--- config.mk ---
export PLATFORM = sky130hd
export DESIGN_NAME = soc_stim_sequencer_flat
export DESIGN_NICKNAME = d
export VERILOG_FILES = /design/src/rtl/soc_stim_sequencer_if.sv /design/src/rtl/soc_stim_sequencer.sv /design/src/flat_wrapper.sv
export SDC_FILE = /design/constraint.sdc
export NUM_CORES = 1
export LEC_CHECK = 0
export ABC_CLOCK_PERIOD_IN_PS = 6900
export CAP_MARGIN = 20
export CORE_MARGIN = 1
export CORE_UTILIZATION = 55
export CTS_BUF_LIST = sky130_fd_sc_hd__clkbuf_8
export DETAILED_ROUTE_END_ITERATION = 8
export GPL_TIMING_DRIVEN = 0
export PLACE_DENSITY = 0.76
export SKIP_LAST_GASP = 1
export SLEW_MARGIN = 20
export SYNTH_ARGS = -nofsm -noshare
export SYNTH_HDL_FRONTEND = slang
export SYNTH_SLANG_ARGS = --single-unit
--- constraint.sdc ---
create_clock -name HCLK -period 6.9 [get_ports HCLK]
set_input_delay 1.38 -clock HCLK [delete_from_list [all_inputs] [get_ports HCLK]]
set_output_delay 1.38 -clock HCLK [all_outputs]
set_load 0.005 [all_outputs]
--- src/rtl/soc_stim_sequencer_if.sv ---
`default_nettype none
// +----------------------------------------------------------------------------+
// | Module   : soc_stim_sequencer_if                                           |
// | Purpose  : Table-programming and playback-control bundle of the sequencer  |
// | Revision : 1.0  initial release                                            |
// +----------------------------------------------------------------------------+
interface soc_stim_sequencer_if #(
  parameter int AW      = 4,
  parameter int ENTRY_W = 54
);
  logic               prog_we;
  logic [AW-1:0]      prog_addr;
  logic [ENTRY_W-1:0] prog_wdata;
  logic [AW:0]        num_entries;
  logic               start;
  logic               abort;
  logic               busy;
  logic               done;
  logic [AW-1:0]      entry_idx;

  modport master (
    output prog_we, prog_addr, prog_wdata, num_entries, start, abort,
    input  busy, done, entry_idx
  );

  modport slave (
    input  prog_we, prog_addr, prog_wdata, num_entries, start, abort,
    output busy, done, entry_idx
  );
endinterface
`default_nettype wire

--- src/rtl/soc_stim_sequencer.sv ---
`default_nettype none
// +----------------------------------------------------------------------------+
// | Module   : soc_stim_sequencer                                              |
// | Purpose  : Replays a table of (delay, switches, button mask, press width)   |
// |            entries onto the SoC Switches/Buttons inputs, cycle-accurately.  |
// |            Optional macro STIM_LOOP_EN adds a `loop` input for replay.      |
// | Revision : 1.0  initial release                                            |
// +----------------------------------------------------------------------------+
module soc_stim_sequencer #(
  parameter int              SW_W     = 16,
  parameter int              BTN_W    = 2,
  parameter int              DEPTH    = 16,
  parameter int              DLY_W    = 20,
  parameter int              PRS_W    = 16,
  parameter logic [SW_W-1:0] SW_RESET = SW_W'(1)
) (
  input  wire logic              HCLK,
  input  wire logic              HRESETn,
  soc_stim_sequencer_if.slave    ctl,
`ifdef STIM_LOOP_EN
  input  wire logic              loop,
`endif
  output logic [SW_W-1:0]        Switches,
  output logic [BTN_W-1:0]       Buttons
);

  localparam int ENTRY_W   = DLY_W + SW_W + BTN_W + PRS_W;
  localparam int AW        = $clog2(DEPTH);
  localparam int CNT_W     = (DLY_W > PRS_W) ? DLY_W : PRS_W;
  localparam int C_DLY_LSB = SW_W + BTN_W + PRS_W;
  localparam int C_SW_LSB  = BTN_W + PRS_W;
  localparam int C_BTN_LSB = PRS_W;

  localparam logic [AW:0] C_DEPTH = (AW + 1)'(DEPTH);

  localparam logic [1:0] C_IDLE  = 2'd0;
  localparam logic [1:0] C_DELAY = 2'd1;
  localparam logic [1:0] C_PRESS = 2'd2;

  logic [ENTRY_W-1:0] r_table [DEPTH];

  logic [1:0]       r_state, w_state_nxt;
  logic [CNT_W-1:0] r_cnt,   w_cnt_nxt;
  logic [AW-1:0]    r_idx,   w_idx_nxt;
  logic [AW:0]      r_n,     w_n_nxt;
  logic [SW_W-1:0]  r_sw,    w_sw_nxt;
  logic [BTN_W-1:0] r_btn,   w_btn_nxt;
  logic             r_done,  w_done_nxt;

  logic             w_wr;
  logic             w_last;
  logic             w_wrap;
  logic             w_advance;
  logic [AW:0]      w_n_clamp;
  logic [AW-1:0]    w_nidx;
  logic [DLY_W-1:0] w_dly0;
  logic [DLY_W-1:0] w_ndly;
  logic [SW_W-1:0]  w_cur_sw;
  logic [BTN_W-1:0] w_cur_mask;
  logic [PRS_W-1:0] w_cur_prs;

  // The table is frozen while playing so every entry is read as it was at start.
  assign w_wr = ctl.prog_we && (r_state == C_IDLE);

  always_ff @(posedge HCLK) begin
    if (w_wr) begin
      r_table[ctl.prog_addr] <= ctl.prog_wdata;
    end
  end

  // Write-first: a start in the same cycle as a write to entry 0 sees the new delay.
  assign w_dly0 = (w_wr && (ctl.prog_addr == '0)) ? ctl.prog_wdata[C_DLY_LSB +: DLY_W]
                                                  : r_table[0][C_DLY_LSB +: DLY_W];

  assign w_n_clamp  = (ctl.num_entries > C_DEPTH) ? C_DEPTH : ctl.num_entries;
  assign w_last     = ({1'b0, r_idx} == (r_n - (AW + 1)'(1)));
`ifdef STIM_LOOP_EN
  assign w_wrap     = w_last && loop;
`else
  assign w_wrap     = 1'b0;
`endif
  assign w_nidx     = w_wrap ? '0 : (r_idx + AW'(1));
  assign w_ndly     = r_table[w_nidx][C_DLY_LSB +: DLY_W];
  assign w_cur_sw   = r_table[r_idx][C_SW_LSB +: SW_W];
  assign w_cur_mask = r_table[r_idx][C_BTN_LSB +: BTN_W];
  assign w_cur_prs  = r_table[r_idx][PRS_W-1:0];

  always_ff @(posedge HCLK or negedge HRESETn) begin : p_state
    if (!HRESETn) begin
      r_state <= C_IDLE;
      r_cnt   <= '0;
      r_idx   <= '0;
      r_n     <= '0;
      r_sw    <= SW_RESET;
      r_btn   <= '0;
      r_done  <= 1'b0;
    end else begin
      r_state <= w_state_nxt;
      r_cnt   <= w_cnt_nxt;
      r_idx   <= w_idx_nxt;
      r_n     <= w_n_nxt;
      r_sw    <= w_sw_nxt;
      r_btn   <= w_btn_nxt;
      r_done  <= w_done_nxt;
    end
  end

  always_comb begin : p_next
    w_state_nxt = r_state;
    w_cnt_nxt   = r_cnt;
    w_idx_nxt   = r_idx;
    w_n_nxt     = r_n;
    w_sw_nxt    = r_sw;
    w_btn_nxt   = r_btn;
    w_done_nxt  = 1'b0;
    w_advance   = 1'b0;

    case (r_state)
      C_IDLE: begin
        if (ctl.start && (ctl.num_entries != '0)) begin
          w_n_nxt     = w_n_clamp;
          w_idx_nxt   = '0;
          w_cnt_nxt   = CNT_W'(w_dly0);
          w_state_nxt = C_DELAY;
        end
      end
      C_DELAY: begin
        if (r_cnt != '0) begin
          w_cnt_nxt = r_cnt - CNT_W'(1);
        end else begin
          w_sw_nxt = w_cur_sw;
          if ((w_cur_mask != '0) && (w_cur_prs != '0)) begin
            w_btn_nxt   = w_cur_mask;
            w_cnt_nxt   = CNT_W'(w_cur_prs) - CNT_W'(1);
            w_state_nxt = C_PRESS;
          end else begin
            w_advance = 1'b1;
          end
        end
      end
      C_PRESS: begin
        if (r_cnt != '0) begin
          w_cnt_nxt = r_cnt - CNT_W'(1);
        end else begin
          w_btn_nxt = '0;
          w_advance = 1'b1;
        end
      end
      default: w_state_nxt = C_IDLE;
    endcase

    // Advancing shares the edge with the last action of the entry, so no gap cycle.
    if (w_advance) begin
      if (w_last && !w_wrap) begin
        w_state_nxt = C_IDLE;
        w_done_nxt  = 1'b1;
      end else begin
        w_idx_nxt   = w_nidx;
        w_cnt_nxt   = CNT_W'(w_ndly);
        w_state_nxt = C_DELAY;
      end
    end

    // Abort overrides everything, including a same-cycle start or entry update.
    if (ctl.abort) begin
      w_state_nxt = C_IDLE;
      w_cnt_nxt   = r_cnt;
      w_idx_nxt   = r_idx;
      w_n_nxt     = r_n;
      w_sw_nxt    = r_sw;
      w_btn_nxt   = '0;
      w_done_nxt  = 1'b0;
    end
  end

  always_comb begin : p_out
    Switches      = r_sw;
    Buttons       = r_btn;
    ctl.busy      = (r_state != C_IDLE);
    ctl.done      = r_done;
    ctl.entry_idx = r_idx;
  end

endmodule
`default_nettype wire

--- src/flat_wrapper.sv ---
// flat-port wrapper written by rule: the top's interface ports become plain ports
module soc_stim_sequencer_flat 
#(
  parameter int              SW_W     = 16,
  parameter int              BTN_W    = 2,
  parameter int              DEPTH    = 16,
  parameter int              DLY_W    = 20,
  parameter int              PRS_W    = 16,
  parameter logic [SW_W-1:0] SW_RESET = SW_W'(1)
)
  (HCLK, HRESETn, Switches, Buttons, ctl_prog_we, ctl_prog_addr, ctl_prog_wdata, ctl_num_entries, ctl_start, ctl_abort, ctl_busy, ctl_done, ctl_entry_idx);
  soc_stim_sequencer_if #(.AW((4)), .ENTRY_W((54))) ctl_i ();
  input  wire logic HCLK;
  input  wire logic HRESETn;
  output logic [SW_W-1:0] Switches;
  output logic [BTN_W-1:0] Buttons;
  input wire logic [$bits(ctl_i.prog_we)-1:0] ctl_prog_we;
  input wire logic [$bits(ctl_i.prog_addr)-1:0] ctl_prog_addr;
  input wire logic [$bits(ctl_i.prog_wdata)-1:0] ctl_prog_wdata;
  input wire logic [$bits(ctl_i.num_entries)-1:0] ctl_num_entries;
  input wire logic [$bits(ctl_i.start)-1:0] ctl_start;
  input wire logic [$bits(ctl_i.abort)-1:0] ctl_abort;
  output wire logic [$bits(ctl_i.busy)-1:0] ctl_busy;
  output wire logic [$bits(ctl_i.done)-1:0] ctl_done;
  output wire logic [$bits(ctl_i.entry_idx)-1:0] ctl_entry_idx;
  assign ctl_i.prog_we = ctl_prog_we;
  assign ctl_i.prog_addr = ctl_prog_addr;
  assign ctl_i.prog_wdata = ctl_prog_wdata;
  assign ctl_i.num_entries = ctl_num_entries;
  assign ctl_i.start = ctl_start;
  assign ctl_i.abort = ctl_abort;
  assign ctl_busy = ctl_i.busy;
  assign ctl_done = ctl_i.done;
  assign ctl_entry_idx = ctl_i.entry_idx;
  soc_stim_sequencer #(.SW_W(SW_W), .BTN_W(BTN_W), .DEPTH(DEPTH), .DLY_W(DLY_W), .PRS_W(PRS_W), .SW_RESET(SW_RESET)) u_core (.HCLK(HCLK), .HRESETn(HRESETn), .ctl(ctl_i), .Switches(Switches), .Buttons(Buttons));
endmodule
==> results.ini, run 1 <==
[run_status]
failed_checks = design-rule violations
status = finished, violations left

[global_route]
grt_use_total_pct = 28.0
use_met2_pct = 43.4
busiest_layer = met2
grt_overflow = 0
grt_pass1_vias = 20266
grt_use_met3_pct = 7.28
met1_usage_pct = 38.8
grt_max_degree = 44
grt_pass1_wl_um = 133000
antenna_found_initial = 7

[floorplanning]
num_rows = 94
die_h_um = 261
initial_core_util_pct = 55.7
die_w_um = 261
core_mm2 = 0.0660
io_pins = 92
dieArea_mm2 = 0.0679

[sta]
fin_skew_ns = 0.0396
clock.fmax_mhz = 168
min_period_ns = 5.94
finalSetupTns_ns = 0
relSlewSlack_pct = 26.1
setup_violations = 0
fin_crit_sh_pct = 86.1
maxSlewViolCount = 0
finalHoldViolations = 0
tightest_slew_ns = 1.11
rsz0062_at_grt = no

[synth]
yosysTopAreaCell = edfxtp_1
avgSynthCellArea_um2 = 20.3
syn_area_mm2 = 0.0368
ys_warn_count = 0
synth-edff-count = 864
synth_seq_cells = 914
synth-main-ff-cell = edfxtp_1
synth_seq_area_share_pct = 74.0
synth.area.top_cells = edfxtp_1 71%, mux4_2 15%, dfrtp_1 3.3%, mux2i_1 1.4%, mux2_2 0.74%
syn_inst = 1810
synth_top_area_share_pct = 70.6
async_flop_share_pct = 5.47
syn_nets = 1889
synth_cell_types = 73

[job]
maxCapViolCount = 0

[critical_path]
path_cells = buf_2, buf_2, buf_2, buf_1, clkbuf_1, mux4_2, mux4_2, inv_1, ha_1, nand3_1, or3_1, o21ai_4, nand2_2, buf_6, buf_2, nor3_1, a211oi_1
crit_arrival_ns = 6.57
crit_top_cell = buf_2
slowest_delay_ns = 0.60
cpMaxStageDelayCell = mux4_2
critical_path_class = reg2reg
cp_max_fo = 10
required_ns = 7.53
worstSetupStartpointType = flop
cp-end-kind = flop

[place]
placedCellCount = 2834
io_buffers = 91
globalplace.congestion = 0.943
placed_cell_area_mm2 = 0.0401
hpwl_um = 61900

[clocking]
htree_levels = 4
holdBufCountCts = 0
clock-root-buffer = clkbuf_8
post_cts_buffers = 0
cts_resized = 0
clock_sinks = 914
cts_buffer_depth = 3
insertion_delay_ns = 0.79
path_clk_slew_ns = 0.07
cts_buffers = 144
cts_tree = done

[finish]
design_area_mm2 = 0.0428
drive_gt1_share_pct = 26.3
multi_input_area_mm2 = 0.00917
mostFrequentLayoutCell = edfxtp_1
final_cell_mix = 864 x edfxtp_1, 237 x mux4_2, 159 x clkbuf_8
area_growth_pct = 16.5
register_area_mm2 = 0.0272
fill_cells = 4261
final_nets = 2196
fin_cells = 3097

[power_and_ir_drop]
power_mw = 11.7
p_leak_nw = 13.7
max-vdd-ir-drop_mv = 0.214
power_density_mw_per_mm2 = 273

[routing]
dr.pass1.iters = 7
vias_per_cell = 6.39
drc = 10
vias = 19802
routed_wirelength_um = 92000
drt_iter0_drc = 2311
antenna_left = 0
avgRoutedWirePerCell_um = 29.7

[worst_hold_path]
hp-class = in2async

Yosys cell counts, types with 18 or more instances:
master      n
a21oi_1    32
a22oi_1    19
clkbuf_1   60
dfrtp_1    49
edfxtp_1  864
inv_1      18
mux2_2     24
mux2i_1    51
mux4_2    237
nand2_1    55
nor2_1     50
nor3_1     31
o21ai_0    40
xnor2_1    20
layer usage:
metal  up-vias  part of all wire, %
li1       8209                    -
met1     10339                   40
met2      1056                   48
met3       188                  9.1
met4        10                  2.8
met5         -                0.070
final cells by class:
cell class / count / area share (%)
Sequential cell: 914 / 63.5
Multi-Input combinational cell: 778 / 21.4
Clock buffer: 159 / 5.11
Timing Repair Buffer: 161 / 5.06
Tap cell: 864 / 2.52
Clock inverter: 101 / 1.17
Buffer: 99 / 1.06
Inverter: 19 / 0.166
Antenna cell: 2 / 0.0117
kinds of logic (layout without fill, tap and decap cells):
group | count (synthesis) | after routing | synth area share [%]
buf+inv | 118 | 539 | 1.40
compound gates | 196 | 196 | 3.72
simple gates | 231 | 231 | 3.22
mux | 312 | 312 | 16.6
xor+xnor | 28 | 28 | 0.667
flops | 914 | 914 | 74.0
fa+ha+maj | 11 | 11 | 0.374
other cells | 0 | 2 | 0
stage by stage:
stage / worst slack [ns] / utilization [%] / hold slack (ns)
2_1_floorplan: 1.05 / - / 0.473
3_3_place_gp: -4.86 / 58.7 / 0.485
3_5_place_dp: 0.562 / 60.8 / 0.480
4_1_cts: 1.05 / 64.9 / 0.361
5_1_grt: 0.764 / 64.9 / 0.374
6_report: 0.960 / 64.9 / 0.423
sequential cells by signal (all words and copies together), names as in the netlist:
| name | flops |
|---|---|
| u_core.r_cnt | 20 |
| u_core.r_state | 2 |
| u_core.ctl.entry_idx | 4 |
| u_core.Switches | 16 |
| u_core.Buttons | 2 |
| u_core.r_n | 5 |
| u_core.ctl.done | 1 |
| u_core.r_table | 864 |
critical path, delay by kind of cell, from the launching register on:
family / cells / cell delay (ns)
mux: 2 / 1.00
flops: 1 / 0.54
buf+inv: 8 / 2.62
simple gates: 4 / 1.06
compound gates: 2 / 0.35
fa+ha+maj: 1 / 0.19
worst paths after layout:
path / from / end / slack, ns / cells past startpoint
min in group HCLK: u_core.Buttons[0]$_DFFE_PN0P_ / u_core.Buttons[0]$_DFFE_PN0P_ / 0.51 / 1
setup reg to reg: u_core.ctl.entry_idx[1]$_DFFE_PN0N_ / u_core.r_cnt[0]$_DFFE_PN0N_ / 0.96 / 17
max in group asynchronous: HRESETn / u_core.r_cnt[9]$_DFFE_PN0N_ / 5.91 / 2
setup / recovery: u_core.ctl.entry_idx[1]$_DFFE_PN0N_ / u_core.r_cnt[0]$_DFFE_PN0N_ / 0.96 / 17
hold / removal: HRESETn / u_core.Switches[10]$_DFFE_PN0P_ / 0.42 / 1
hold reg to reg: u_core.Buttons[0]$_DFFE_PN0P_ / u_core.Buttons[0]$_DFFE_PN0P_ / 0.51 / 1
power by group:
part / switching [mW] / internal, mW
Sequential: 0.139 / 6.27
Clock: 2.06 / 2.20
Combinational: 0.641 / 0.398
No activity file was read; power rests on OpenSTA's default activity.
==> run 2: changes to the inputs <==
Settings changed: CAP_MARGIN 20 to not set, GPL_TIMING_DRIVEN 0 to 1.
==> run 2 against run 1 <==
  * The flow still finishes with violations (design-rule violations)
  * Critical path depth shrank 6
  * Fmax grew 21%
  * Design area shrank 3.2%
  * Sequential cell count is the same
  * Global-route usage shrank 2.4 points
  * Routed wire length shrank 9.0%
  * Clock power shrank 1%
  * Critical path type unchanged
  * Setup slack gained 1.0 ns
  * Count of clock-buffer cells in the layout shrank 9
  * Largest power group unchanged
  * Cell count shrank 4.0%
  * Critical endpoint is now u_core.ctl.entry_idx[0]$_DFFE_PN0N_
==> results.ini, run 2 (synthesized netlist as in run 1, its figures left out) <==
[job]
maxCapViolCount = 0

[routing]
vias = 18995
drt_iter0_drc = 1879
drc = 20
avgRoutedWirePerCell_um = 28.2
routed_wirelength_um = 83700
dr.pass1.iters = 7
vias_per_cell = 6.39
antenna_left = 0

[critical_path]
critPathBufInv = 2
slowest_delay_ns = 0.93
required_ns = 7.58
timing.rr.end = u_core.ctl.entry_idx[0]$_DFFE_PN0N_
worstSetupStartpointType = flop
worst-path-stages = 11
cp-end-kind = flop
ff2ff_path_depth = 11
r2r-start = u_core.ctl.entry_idx[0]$_DFFE_PN0N_
cpMaxStageDelayCell = dfrtp_4
path_cells = buf_12, mux4_2, mux4_2, inv_1, ha_1, nand3_1, or3_1, o21ai_4, nand2_2, o21a_1, mux2_2
crit_top_cell = mux4_2
ff2ff_setup_slack_ns = 2.00
critical_path_class = reg2reg
cp_max_fo = 73
crit_family = multiplexers
worstSetupEndpoint = u_core.ctl.entry_idx[0]$_DFFE_PN0N_
critPathLaunch = u_core.ctl.entry_idx[0]$_DFFE_PN0N_
crit_arrival_ns = 5.57

[run_status]
status = finished, violations left
failed_checks = design-rule violations

[finish]
mostFrequentLayoutCell = edfxtp_1
design_area_mm2 = 0.0415
final_core_util_pct = 62.9
regMostFlops = u_core.r_table
register_area_mm2 = 0.0272
area_growth_pct = 12.9
final_cell_mix = 864 x edfxtp_1, 237 x mux4_2, 150 x clkbuf_8
fill_cells = 4421
multi_input_area_mm2 = 0.00921
final_nets = 2072
drive_gt1_share_pct = 25.5
largest_reg_flops = 864

[clocking]
post_cts_buffers = 0
htree_levels = 4
holdBufCountCts = 0
clock_sinks = 914
insertion_delay_ns = 0.81
cts_tree = done
cts_buffer_depth = 3
path_clk_slew_ns = 0.06
clock-root-buffer = clkbuf_8
cts_buffers = 145
cts_resized = 0

[power_and_ir_drop]
seqPwrFrac_pct = 55.4
swShare_pct = 24.6
clkPwrFrac_pct = 36.4
power_density_mw_per_mm2 = 279
max-vdd-ir-drop_mv = 0.218
p_int_mw = 8.74
p_leak_nw = 13.1
p_sw_mw = 2.84
combPwrFrac_pct = 8.2

[sta]
fin_crit_sh_pct = 71.0
setup_violations = 0
fin_skew_ns = 0.0257
clock.fmax_mhz = 204
min_period_ns = 4.90
finalSetupTns_ns = 0
finalHoldViolations = 0
fin_ws_ns = 2.00
relSlewSlack_pct = 24.3
tightest_slew_ns = 1.13
rsz0062_at_grt = no
maxSlewViolCount = 0

[place]
io_buffers = 91
hpwl_um = 46000
placed_cell_area_mm2 = 0.0388
globalplace.congestion = 0.909
dp_slack_ns = 1.92

[worst_hold_path]
hp-class = reg2reg
hold_depth = 1
hold_start = u_core.Switches[1]$_DFFE_PN0P_

[global_route]
antenna_found_initial = 2
grt_max_degree = 75
grt_use_total_pct = 25.6
grt_pass1_vias = 19479
grt_overflow = 0
grt_pass1_wl_um = 125000

[floorplanning]
core_mm2 = 0.0660
initial_core_util_pct = 55.7
io_pins = 92
die_w_um = 261
die_h_um = 261
dieArea_mm2 = 0.0679
num_rows = 94

run 2: through the flow:
| stage | std cells | hold slack, ns | total power [mW] |
|---|---|---|---|
| floorplan | 1810 | 0.473 | 7.06 |
| CTS | 2971 | 0.513 | 11.6 |
| global placement | 2710 | 0.488 | 7.42 |
| global route | 2971 | 0.529 | 12.0 |
| finish | 2973 | 0.512 | 11.6 |
| detailed placement | 2710 | 0.496 | 7.46 |
run 2: cell type report:
class	instances	area share (%)
Clock inverter	111	1.41
Antenna cell	2	0.0121
Tap cell	864	2.61
Clock buffer	150	4.98
Timing Repair Buffer	135	3.06
Multi-Input combinational cell	778	22.2
Sequential cell	914	65.6
Inverter	19	0.172
run 2: per-layer routing:
metal	GRT usage, %	share of wire, %	vias to the layer above
li1	-	-	7973
met1	36.5	42	9995
met2	39.6	48	874
met3	5.89	8.0	149
met4	8.17	2.0	4
met5	0	0.032	-
run 2: worst min path at each step:
stage,slack [ns],endpoint
after floorplan,0.47,u_core.r_n[1]$_DFFE_PN0P_
after detailed placement,0.50,u_core.Switches[15]$_DFFE_PN0P_
final,0.51,u_core.Switches[1]$_DFFE_PN0P_
after global placement,0.49,u_core.Switches[1]$_DFFE_PN0P_
after global routing,0.53,u_core.Switches[1]$_DFFE_PN0P_
after CTS,0.51,u_core.Switches[1]$_DFFE_PN0P_
run 2: power groups by stage:
stage               sequential, mW  clock [mW]  combinational (mW)
floorplan                     6.48           0               0.586
global placement              6.52           0               0.907
detailed placement            6.53           0               0.933
CTS                           6.42        4.29               0.936
global route                  6.44        4.52                1.03
finish                        6.42        4.21               0.947
==> edit (flow settings as in run 2) <==
Reset style: synchronous (`HRESETn`), changed in one clocked block.
--- a/src/rtl/soc_stim_sequencer.sv
+++ b/src/rtl/soc_stim_sequencer.sv
@@ -86,5 +86,5 @@
   assign w_cur_prs  = r_table[r_idx][PRS_W-1:0];
 
-  always_ff @(posedge HCLK or negedge HRESETn) begin : p_state
+  always_ff @(posedge HCLK) begin : p_state
     if (!HRESETn) begin
       r_state <= C_IDLE;
Behaviour: not the same (Yosys sat finds a counterexample within 4 cycles, from zero or initial values and one cycle with HRESETn low; the reset may be asserted at any time).
==> edit against run 2 <==
  * The run still ends with DRC left
  * Non-clock buffer count down 1
  * Utilization increased by 0.13 points
  * Critical path depth decreased by 1
  * Final area rose by 0.21%
  * Clock skew rose by 23 ps
  * Area after synthesis about the same
  * Sequential cell count is 4 higher
  * Worst setup slack lost 200 ps
  * Wire length is 4.4% higher
  * Critical path type unchanged
  * Highest routed layer unchanged
Power is not compared: it rests on default switching activity, and its combinational part moved more than twofold at a synthesized area within 25%.
==> edit: results (changes against run 2) <==
| Metric | Value |
|---|---|
| Status | `finished, violations left` |
| Failing checks | `DRC` |
| CTS Root Cell | `clkbuf_8` |
| Clock Latency Late Sink | `790 ps (-20 ps)` |
| Placed Area | `38800 µm² (about the same)` |
| Synth async-reset ratio | `0% (-5.5 points)` |
| GRT Total Usage | `26.6% (+0.96 points)` |
| Synth area leaders | `edfxtp_1 (71%), mux4_2 (15%), dfxtp_1 (2.9%)` |
| Routability cong. | `0.968 (+6.5%)` |
| Arrival time worst endpoint | `5780 ps (+210 ps)` |
| Layout cells sized above 1 | `23.6% (-1.9 points)` |
| Worst Hold Slack | `462 ps (-50.1 ps)` |
| First-pass GRT wire length | `129 mm (+3.5%)` |
| Netlist cell types | `76 (+4.1%)` |
| Post-synthesis sequential area ratio | `73.5% (-0.48 points)` |
| Routed WL | `87.4 mm (+4.4%)` |
| Critical path fanouts, max | `42 (-42%)` |
| Fmax | `196 MHz (-3.9%)` |
| CTS Buf Count | `144 (-0.69%)` |
| Initial antenna violation count | `5 (+3)` |
| Most frequent cells after synthesis | `edfxtp_1 (864), mux4_2 (248), nand2_1 (134), a21oi_1 (67), nor2_1 (62)` |
| First-pass detailed-route iteration total | `8 (+1)` |
| Clock Skew | `48.9 ps (+23.2 ps)` |
| Post-Syn Nets | `1975 (+4.6%)` |
| Non-Filler Instances | `3060 (+2.9%)` |
| Vias | `19.5k (+2.9%)` |
| # fillers | `4479 (+1.3%)` |
| Placed cell count | `2794 (+3.1%)` |
| Pin count of the biggest net entering global routing | `66 (-12%)` |
| DP HPWL | `48.3 mm (+5.0%)` |
| Gate Count Post-Synth | `1898 (+4.9%)` |
| Placement Setup Slack | `1810 ps (-113 ps)` |
| Worst-Margin Slew | `1140 ps (+8.78 ps)` |
| Drt drc | `24 (+20%)` |
edit: kinds of logic (layout without fill, tap and decap cells):
logic type,after synthesis,in the layout,share of synthesized area (%)
DFF,918,918,73.5
and+or+nand+nor,341,341,4.50
muxes,269,269,15.8
AOI/OAI and AO/OA,211,211,3.75
buffers and inverters,122,418,1.50
xor gates and xnor gates,28,28,0.667
adders and majority gates,9,9,0.306
other,0,2,0
edit: metrics by stage:
step	util, %	power [mW]
6_report	63.0	10.9
5_1_grt	63.0	11.3
3_3_place_gp	58.8	6.69
3_5_place_dp	58.8	6.71
4_1_cts	63.0	11.0
2_1_floorplan	-	6.49
edit: worst max-delay path, stage by stage (launching register included):
cell,delay (ps)
dfxtp_4,850
buf_4,500
mux4_2,560
a22oi_1,210
nand3_1,250
or4_1,760
o41ai_4,910
nor2_1,210
nand2_1,350
o221ai_1,160
o21a_1,180
edit: final cells by class:
cell class / count / share of cell area [%]
tap: 864 / 2.60
clock inverter: 108 / 1.45
timing repair buffer: 134 / 3.08
multi-input combinational: 858 / 22.5
antenna: 2 / 0.0120
inverter: 21 / 0.196
clock buffer: 155 / 5.13
sequential: 918 / 65.0
edit: routing by layer:
metal | vias up | track usage (%) | share of wire (%)
met2 | 921 | 41.9 | 49
met5 | - | 0 | 0.037
met4 | 6 | 9.88 | 2.9
met3 | 171 | 6.14 | 8.0
li1 | 8215 | - | -
met1 | 10200 | 36.6 | 40
edit: worst paths after layout:
kind | cells after the start | to | start
worst max-delay path | 10 | u_core.r_cnt[3] | flip-flop
worst min-delay path | 2 | u_core.Switches[12] | u_core.Switches[12]
worst max register to register | 10 | u_core.r_cnt[3] | flip-flop
worst min register to register | 2 | u_core.Switches[12] | u_core.Switches[12]
edit: where the power goes:
group | leakage [nW] | internal [mW] | total (mW) | switching [mW]
Combinational | 3.05 | 0.125 | 0.399 | 0.274
Clock | 1.59 | 2.27 | 4.35 | 2.08
Sequential | 8.24 | 6.17 | 6.20 | 0.0303
Total | 12.9 | 8.56 | 10.9 | 2.38
